File: config.mk
export PLATFORM = sky130hd
export DESIGN_NAME = disp_px_sched
export DESIGN_NICKNAME = d
export VERILOG_FILES = /design/src/rtl/disp_pkg.sv /design/src/rtl/px_raster_cnt.sv /design/src/rtl/disp_px_sched.sv
export SDC_FILE = /design/constraint.sdc
export NUM_CORES = 1
export LEC_CHECK = 0
export ABC_AREA = 1
export ABC_CLOCK_PERIOD_IN_PS = 3200
export CAP_MARGIN = 10
export CELL_PAD_IN_SITES_DETAIL_PLACEMENT = 2
export CELL_PAD_IN_SITES_GLOBAL_PLACEMENT = 2
export CORE_ASPECT_RATIO = 0.7
export CORE_MARGIN = 2
export CORE_UTILIZATION = 32
export CTS_CLUSTER_SIZE = 28
export DETAILED_ROUTE_END_ITERATION = 6
export PLACE_DENSITY = 0.81
export SETUP_SLACK_MARGIN = 0.1
export SLEW_MARGIN = 10
export SYNTH_ARGS = -nofsm -noshare
export SYNTH_HDL_FRONTEND = slang
export SYNTH_HIERARCHICAL = 1
export SYNTH_SLANG_ARGS = --single-unit
File: constraint.sdc
create_clock -name clk -period 3.2 [get_ports clk]
set_input_delay 0.96 -clock clk [delete_from_list [all_inputs] [get_ports clk]]
set_output_delay 0.96 -clock clk [all_outputs]
set_load 0.01 [all_outputs]
File: src/rtl/disp_pkg.sv
// Shared display-path types and constants.
// Used by the pixel scheduler, static decoder and display driver.
package disp_pkg;

    typedef enum logic [2:0] {
        ST_IDLE,
        ST_FLUSH,
        ST_GAP,
        ST_PIXEL,
        ST_DONE
    } disp_state_t;

    localparam logic [1:0] MODE_STAT = 2'd0;
    localparam logic [1:0] MODE_OR   = 2'd1;
    localparam logic [1:0] MODE_XOR  = 2'd2;
    localparam logic [1:0] MODE_DYN  = 2'd3;

    localparam int DISP_H_RES     = 240;
    localparam int DISP_V_RES     = 160;
    localparam int DISP_WIN_X0    = 16;
    localparam int DISP_WIN_Y0    = 16;
    localparam int DISP_WIN_W     = 208;
    localparam int DISP_WIN_H     = 128;
    localparam int DISP_FLUSH_CYC = 2;

    // Outside the window the static pixel always wins.
    function automatic logic px_merge(
        input logic [1:0] mode,
        input logic       in_win,
        input logic       s,
        input logic       d
    );
        logic r;
        r = s;
        if (in_win) begin
            unique case (mode)
                MODE_OR:  r = s | d;
                MODE_XOR: r = s ^ d;
                MODE_DYN: r = d;
                default:  r = s;
            endcase
        end
        return r;
    endfunction

endpackage

File: src/rtl/px_raster_cnt.sv
// Raster position counter for the pixel scheduler.
// Tracks x/y and flags window membership and frame corners.
module px_raster_cnt
    import disp_pkg::*;
#(
    parameter int H_RES  = DISP_H_RES,
    parameter int V_RES  = DISP_V_RES,
    parameter int WIN_X0 = DISP_WIN_X0,
    parameter int WIN_Y0 = DISP_WIN_Y0,
    parameter int WIN_W  = DISP_WIN_W,
    parameter int WIN_H  = DISP_WIN_H
) (
    input  logic clk,
    input  logic rst,
    input  logic clr,
    input  logic adv,
    output logic in_win,
    output logic at_first,
    output logic at_last
);

    localparam int XW = (H_RES > 1) ? $clog2(H_RES) : 1;
    localparam int YW = (V_RES > 1) ? $clog2(V_RES) : 1;
    localparam logic [XW-1:0] X_MAX = XW'(H_RES - 1);
    localparam logic [YW-1:0] Y_MAX = YW'(V_RES - 1);

    logic [XW-1:0] x;
    logic [YW-1:0] y;
    logic          x_win;
    logic          y_win;

    // Step one raster position per accepted pixel, wrapping at frame end.
    always_ff @(posedge clk) begin
        if (rst || clr) begin
            x <= '0;
            y <= '0;
        end else if (adv) begin
            if (x == X_MAX) begin
                x <= '0;
                y <= (y == Y_MAX) ? '0 : y + 1'b1;
            end else begin
                x <= x + 1'b1;
            end
        end
    end

    assign x_win = (int'(x) >= WIN_X0) &&
                   (int'(x) <  WIN_X0 + WIN_W);
    assign y_win = (int'(y) >= WIN_Y0) &&
                   (int'(y) <  WIN_Y0 + WIN_H);

    assign in_win   = x_win && y_win;
    assign at_first = (x == '0) && (y == '0);
    assign at_last  = (x == X_MAX) && (y == Y_MAX);

endmodule

File: src/rtl/disp_px_sched.sv
// Frame scheduler and compositor for the display pixel path.
// Flushes the static decoder, then merges static and dynamic pixels.
module disp_px_sched
    import disp_pkg::*;
#(
    parameter int H_RES     = DISP_H_RES,
    parameter int V_RES     = DISP_V_RES,
    parameter int WIN_X0    = DISP_WIN_X0,
    parameter int WIN_Y0    = DISP_WIN_Y0,
    parameter int WIN_W     = DISP_WIN_W,
    parameter int WIN_H     = DISP_WIN_H,
    parameter int FLUSH_CYC = DISP_FLUSH_CYC
) (
    input  logic       clk,
    input  logic       rst,
    input  logic       frame_start,
    input  logic [1:0] mode,
    output logic       busy,
    output logic       frame_done,
    output logic       stat_flush,
    input  logic       stat_valid,
    input  logic       stat_px,
    output logic       stat_ready,
    input  logic       dyn_valid,
    input  logic       dyn_px,
    output logic       dyn_ready,
    output logic       px_valid,
    output logic       px_out,
    output logic       px_first,
    output logic       px_last,
    input  logic       px_ready
);

    localparam int FW = (FLUSH_CYC > 1) ? $clog2(FLUSH_CYC) : 1;

    disp_state_t   state;
    disp_state_t   state_nx;
    logic [1:0]    mode_q;
    logic [FW-1:0] flush_cnt;
    logic          last_taken;

    logic in_win;
    logic at_first;
    logic at_last;
    logic need_dyn;
    logic slot_free;
    logic take;
    logic flush_end;
    logic out_last_hs;
    logic raster_clr;

    assign raster_clr = (state == ST_IDLE);

    px_raster_cnt #(
        .H_RES  (H_RES),
        .V_RES  (V_RES),
        .WIN_X0 (WIN_X0),
        .WIN_Y0 (WIN_Y0),
        .WIN_W  (WIN_W),
        .WIN_H  (WIN_H)
    ) u_raster (
        .clk      (clk),
        .rst      (rst),
        .clr      (raster_clr),
        .adv      (take),
        .in_win   (in_win),
        .at_first (at_first),
        .at_last  (at_last)
    );

    // Static is pulled at every position so it stays raster-aligned;
    // dynamic only where it actually contributes.
    assign need_dyn  = in_win && (mode_q != MODE_STAT);
    assign slot_free = !px_valid || px_ready;
    assign take      = (state == ST_PIXEL) && !last_taken &&
                       stat_valid && (!need_dyn || dyn_valid) &&
                       slot_free;

    assign stat_ready = take;
    assign dyn_ready  = take && need_dyn;

    assign flush_end   = (flush_cnt == FW'(FLUSH_CYC - 1));
    assign out_last_hs = px_valid && px_ready && px_last;

    assign busy       = (state == ST_FLUSH) ||
                        (state == ST_GAP)   ||
                        (state == ST_PIXEL);
    assign frame_done = (state == ST_DONE);
    assign stat_flush = (state == ST_FLUSH);

    // Frame sequencing: flush, one idle gap, raster, done pulse.
    always_comb begin
        state_nx = state;
        unique case (state)
            ST_IDLE:  if (frame_start) state_nx = ST_FLUSH;
            ST_FLUSH: if (flush_end)   state_nx = ST_GAP;
            ST_GAP:   state_nx = ST_PIXEL;
            ST_PIXEL: if (out_last_hs) state_nx = ST_DONE;
            ST_DONE:  state_nx = ST_IDLE;
            default:  state_nx = ST_IDLE;
        endcase
    end

    // State register, frame mode latch, flush timer, last-take guard.
    always_ff @(posedge clk) begin
        if (rst) begin
            state      <= ST_IDLE;
            mode_q     <= MODE_STAT;
            flush_cnt  <= '0;
            last_taken <= 1'b0;
        end else begin
            state <= state_nx;
            if (state == ST_IDLE && frame_start)
                mode_q <= mode;
            if (state == ST_FLUSH)
                flush_cnt <= flush_cnt + 1'b1;
            else
                flush_cnt <= '0;
            if (state != ST_PIXEL)
                last_taken <= 1'b0;
            else if (take && at_last)
                last_taken <= 1'b1;
        end
    end

    // Single-entry output register; holds steady under backpressure.
    always_ff @(posedge clk) begin
        if (rst) begin
            px_valid <= 1'b0;
            px_out   <= 1'b0;
            px_first <= 1'b0;
            px_last  <= 1'b0;
        end else if (take) begin
            px_valid <= 1'b1;
            px_out   <= px_merge(mode_q, in_win, stat_px, dyn_px);
            px_first <= at_first;
            px_last  <= at_last;
        end else if (px_ready) begin
            px_valid <= 1'b0;
        end
    end

endmodule

==> impl_metrics.yaml, run 1 <==
cells_and_area:
  final_cells: 319
  drive_gt1_frac: 0.122
  area_delta_synth_final_pct: 21.5
  nets: 278
  fill_cells: 600
  diodes: 0
  final_util: 0.398
global_route:
  grt_first_pass_wirelength_um: 9000
  gr-total-overflow: 0
  antenna_found_initial: 0
  track_usage: 0.213
  grt_max_degree: 16
  grt_pass1_vias: 1744
cts:
  htreeDepth: 1
  clock_tree.root_cell: "clkbuf_8"
  path_clk_slew_ns: 0.10
  postCtsSetupBuffers: 0
  cts_buffers: 3
  cts_sinks: 27
  cts_tree: "done"
  post_cts_resized: 2
  clockBufferDepth: 2
  clock_latency_ns: 0.28
  hold_buffers: 0
logic_synthesis:
  synth_area_um2: 1550
  ys_seq_elements: 27
  synth-seq-area-share: 0.349
  synth_top_family_by_area: "simple AND/OR/NAND/NOR gates"
  yosys.area_share.adder: 0.0404
  syn_nets: 250
  syn_area_per_cell_um2: 6.60
  synth-xor-area-share: 0.00565
  yosys.area_share.simple: 0.445
  synth_cells: 235
  synth-compound-area-share: 0.0638
  synthMuxAreaShare: 0
  ys_types: 24
  yosys_warnings: 6
floorplanning:
  io_pins: 19
  rows: 21
  die_h_um: 62.2
  dieArea_um2: 5430
  initial_core_util: 0.328
  core-area_um2: 4730
  dieWidth_um: 87.2
routing:
  vias: 1566
  ant_nets: 0
  drc: 0
  vias_per_cell: 4.91
  drt_iter0_drc: 48
  drtPass1Iterations: 4
  wl_per_cell_um: 16.2
  totalWireLength_um: 5180
pwr:
  leakagePower_nw: 0.793
  powerDensity_nw_per_um2: 467
  p_total_mw: 0.880
  irDropWorstVdd_mv: 0.300
setup_path:
  crit_family: "buffers and inverters"
  crit_fanout: 4
  crit_type: "primary input to output pin"
  crit_cells: 6
  path_buf_inv: 3
  reg2reg_depth: 15
  r2r-end: "u_raster/x[7]$_SDFFE_PP0P_"
  timing.rr.start: "u_raster/y[5]$_SDFFE_PP0P_"
  cp_cell_sequence: "clkdlybuf4s50_1, nand2_1, nor2_4, nand3_4, inv_1, clkdlybuf4s15_1"
  slowest_delay_ns: 0.46
  regToRegSetupSlack_ns: 0.82
  crit_arrival_ns: 2.08
  cp-start-kind: "primary input"
  end_kind: "output pin"
  cp_data_required_time_ns: 2.24
  crit_path_top_delay_cell: "clkdlybuf4s50_1"
place:
  dp_cells: 315
  dp_hpwl_um: 4060
  pre_cts_ws_ns: -0.159
  io_buffers: 18
  place.gp.congestion: 0.767
job:
  drv_cap: 0
sta:
  grt_setup_unrepaired: "yes"
  maxSlewHeadroom: 0.776
  period_needed_ns: 3.04
  whs_ns: 0.489
  worstMarginPinSlew_ns: 0.333
  finalCritPeriodShare: 0.949
  worst_slack_ns: 0.164
  slew_violations: 0
  setup-violations-final: 0
  timing_hold_violations_final: 0
  fin_skew_ns: 0.00811
  clock.fmax_mhz: 329
min_path:
  worstHoldPathCells: 2
  hold_class: "flop to flop"
  holdPathEnd: "last_taken$_SDFFE_PP0P_"
  holdCritStartpoint: "last_taken$_SDFFE_PP0P_"
outcome:
  status: "finished, final reports clean"
[registers in the layout (all words and copies together), names as in the netlist]
name	cells
flush_cnt	1
last_taken	1
mode_q	2
px_first	1
px_last	1
px_out	1
px_valid	1
state	3
u_raster/x	8
u_raster/y	8
[kinds of logic after synthesis]
family / after synthesis
flops: 27
fa+ha+maj: 5
simple gates: 143
buf+inv: 40
xor+xnor: 1
compound gates: 19
[worst min-delay path, delay by kind of cell, from the launching register on]
family | cells | cell delay [ns]
compound gates | 1 | 0.06
buf+inv | 1 | 0.07
flops | 1 | 0.32
[worst max-delay path by stage]
stage | startpoint | to | slack [ns]
final | stat_valid | stat_ready | 0.16
after floorplan | stat_valid | stat_ready | 0.77
after CTS | stat_valid | dyn_ready | 0.11
after global placement | stat_valid | dyn_ready | -0.12
after global routing | stat_valid | stat_ready | 0.09
after detailed placement | stat_valid | dyn_ready | -0.16
[layer usage]
layer | global-route usage | routed length [um] | up-vias
li1 | - | - | 788
met1 | 0.289 | 2550 | 762
met2 | 0.351 | 2490 | 12
met3 | 0.0426 | 111 | 4
met4 | 0.0404 | 40 | 0
met5 | 0 | 0 | -
[layout by cell type (no fill, tap or decap), drive strengths merged]
cell type	count
nand2	64
inv	39
nand4	7
nor3	5
clkdlybuf4s50	16
clkbuf	4
buf	5
a21oi	10
dfxtp	27
nand3	18
clkinv	2
nor2	43
ha	5
or2	1
nand3b	4
nor3b	1
clkdlybuf4s15	1
o21ai	9
xor2	1
[synth_stat cells (all sizes together)]
cell | number | area [um2]
a21oi | 10 | 50.1
nor3 | 5 | 25.0
xor2 | 1 | 8.76
nor3b | 1 | 12.5
ha | 5 | 62.6
nand4 | 7 | 43.8
inv | 39 | 146
nand3 | 18 | 120
o21ai | 9 | 48.8
or2 | 1 | 6.26
dfxtp | 27 | 541
nand2 | 64 | 253
clkinv | 1 | 3.75
nor2 | 43 | 199
nand3b | 4 | 30.0
[per-stage QoR]
| stage | TNS [ns] | instance area (um2) |
|---|---|---|
| 5_1_grt | 0 | 1880 |
| 4_1_cts | 0 | 1880 |
| 3_3_place_gp | -0.218 | 1840 |
| 6_report | 0 | 1880 |
| 3_5_place_dp | -0.305 | 1840 |
| 2_1_floorplan | 0 | 1550 |
[power by group]
part           internal (mW)  switching [mW]  total [mW]
combinational          0.108           0.184       0.292
clock                 0.0876           0.115       0.203
sequential             0.360          0.0251       0.385
total                  0.556           0.325       0.880
[final cells by class]
class / instances / area (um2) / share of cell area
Clock buffer: 3 / 41.3 / 0.0219
Sequential cell: 27 / 542 / 0.288
Clock inverter: 1 / 5.00 / 0.00266
Inverter: 40 / 150 / 0.0797
Tap cell: 57 / 71.3 / 0.0378
Multi-Input combinational cell: 168 / 862 / 0.458
Timing Repair Buffer: 23 / 213 / 0.113
Power figures use the tool's default switching activity.
==> run 2, diff against run 1 <==
Settings changed: MAX_ROUTING_LAYER set to met4.
==> impl_metrics.yaml, run 2 (synthesized netlist as in run 1, its figures left out) <==
floorplanning:
  dieWidth_um: 87.2
  initial_core_util: 0.328
  rows: 21
  core-area_um2: 4730
  dieArea_um2: 5430
  io_pins: 19
  die_h_um: 62.2
setup_path:
  crit_path_top_delay_cell: "clkdlybuf4s50_1"
  cp-start-kind: "primary input"
  crit_type: "primary input to output pin"
  end_kind: "output pin"
  cp_cell_sequence: "clkdlybuf4s50_1, nand2_1, nor2_4, nand3_4, inv_1, clkdlybuf4s15_1"
  crit_fanout: 4
  crit_arrival_ns: 2.08
  slowest_delay_ns: 0.46
  cp_data_required_time_ns: 2.24
cts:
  postCtsSetupBuffers: 0
  cts_sinks: 27
  path_clk_slew_ns: 0.10
  clockBufferDepth: 2
  cts_buffers: 3
  clock_tree.root_cell: "clkbuf_8"
  htreeDepth: 1
  clock_latency_ns: 0.28
  cts_tree: "done"
routing:
  ant_nets: 0
  vias: 1568
  vias_per_cell: 4.92
  drc: 0
  drt_iter0_drc: 48
  wl_per_cell_um: 16.2
  totalWireLength_um: 5180
  drtPass1Iterations: 4
cells_and_area:
  layout_common_cells: "nand2_1, nor2_1, inv_1"
  largest_registers: "u_raster/x (8), u_raster/y (8), state (3)"
  area_delta_synth_final_pct: 21.7
  final_util: 0.399
  diodes: 0
  drive_gt1_frac: 0.126
  mostFrequentLayoutCell: "nand2_1"
  nets: 278
  fin_area_um2: 1890
  final_cells: 319
place:
  place_area_um2: 1840
  place.gp.congestion: 0.778
  dp_cells: 315
  dp_hpwl_um: 4060
  io_buffers: 18
  pre_cts_ws_ns: -0.159
global_route:
  grt_pass1_vias: 1745
  grt_first_pass_wirelength_um: 9000
  grt_max_degree: 16
  track_usage: 0.219
  gr-total-overflow: 0
  antenna_found_initial: 0
sta:
  grt_setup_unrepaired: "yes"
  timing_hold_violations_final: 0
  worst_slack_ns: 0.164
  slew_violations: 0
  setup-violations-final: 0
  worstMarginPinSlew_ns: 0.332
  period_needed_ns: 3.04
  fin_skew_ns: 0.00802
  maxSlewHeadroom: 0.777
  finalCritPeriodShare: 0.949
  clock.fmax_mhz: 329
outcome:
  status: "finished, final reports clean"
pwr:
  irDropWorstVdd_mv: 0.300
  leakagePower_nw: 0.794
  powerDensity_nw_per_um2: 466
job:
  drv_cap: 0
min_path:
  hold_class: "flop to flop"
[run 2: cell count changes in the layout (fill, tap and decap cells not counted)]
| cell | previous run | this run |
|---|---|---|
| nor2_1 | 36 | 35 |
| nor2_2 | 3 | 4 |
[run 2: metrics by stage]
step / hold WS [ns] / power, mW / setup TNS (ns)
2_1_floorplan: 0.431 / 0.566 / 0
6_report: 0.489 / 0.880 / 0
4_1_cts: 0.501 / 0.889 / 0
3_3_place_gp: 0.449 / 0.671 / -0.218
5_1_grt: 0.526 / 0.948 / 0
3_5_place_dp: 0.482 / 0.685 / -0.305
[run 2: final cells by class]
type,count,area [um2]
Clock buffer,3,41.3
Clock inverter,1,5.00
Fill cell,601,2840
Inverter,40,150
Multi-Input combinational cell,168,865
Sequential cell,27,542
Tap cell,57,71.3
Timing Repair Buffer,23,213
[run 2: path summary, 6_finish.rpt]
kind	cells past startpoint	slack (ns)	startpoint	endpoint
setup / recovery	6	0.16	stat_valid	stat_ready
hold / removal	2	0.49	last_taken$_SDFFE_PP0P_	last_taken$_SDFFE_PP0P_
setup reg to reg	15	0.88	u_raster/y[5]$_SDFFE_PP0P_	u_raster/x[7]$_SDFFE_PP0P_
hold reg to reg	2	0.49	last_taken$_SDFFE_PP0P_	last_taken$_SDFFE_PP0P_
[run 2: metal layers]
metal  GRT usage  up-vias  wire, um
li1            -      789         -
met1       0.288      763      2540
met2       0.353       12      2490
met3      0.0412        4       105
met4      0.0404        0        39
met5           -        -         0
[run 2: worst max-delay path, delay by kind of cell]
kind	cells	cell delay, ns
buffers and inverters	3	0.78
AND/OR/NAND/NOR	3	0.33
[run 2: power breakdown]
group	total, mW	internal [mW]	switching (mW)
registers	0.385	0.360	0.0251
logic	0.292	0.108	0.184
clock network	0.203	0.0876	0.115
[run 2: repair_timing]
action	in CTS	in global routing
resized for setup	2	6
endpoints found under the setup margin	2	2
hold endpoints to repair	0	0
hold buffers	0	0
pin swaps	0	0
cloned	0	0
==> run 3, diff against run 2 <==
Settings changed: CAP_MARGIN 10 to 40.
==> results of run 3 <==
The final DEF is identical to that of run 2; final timing and power are the same.
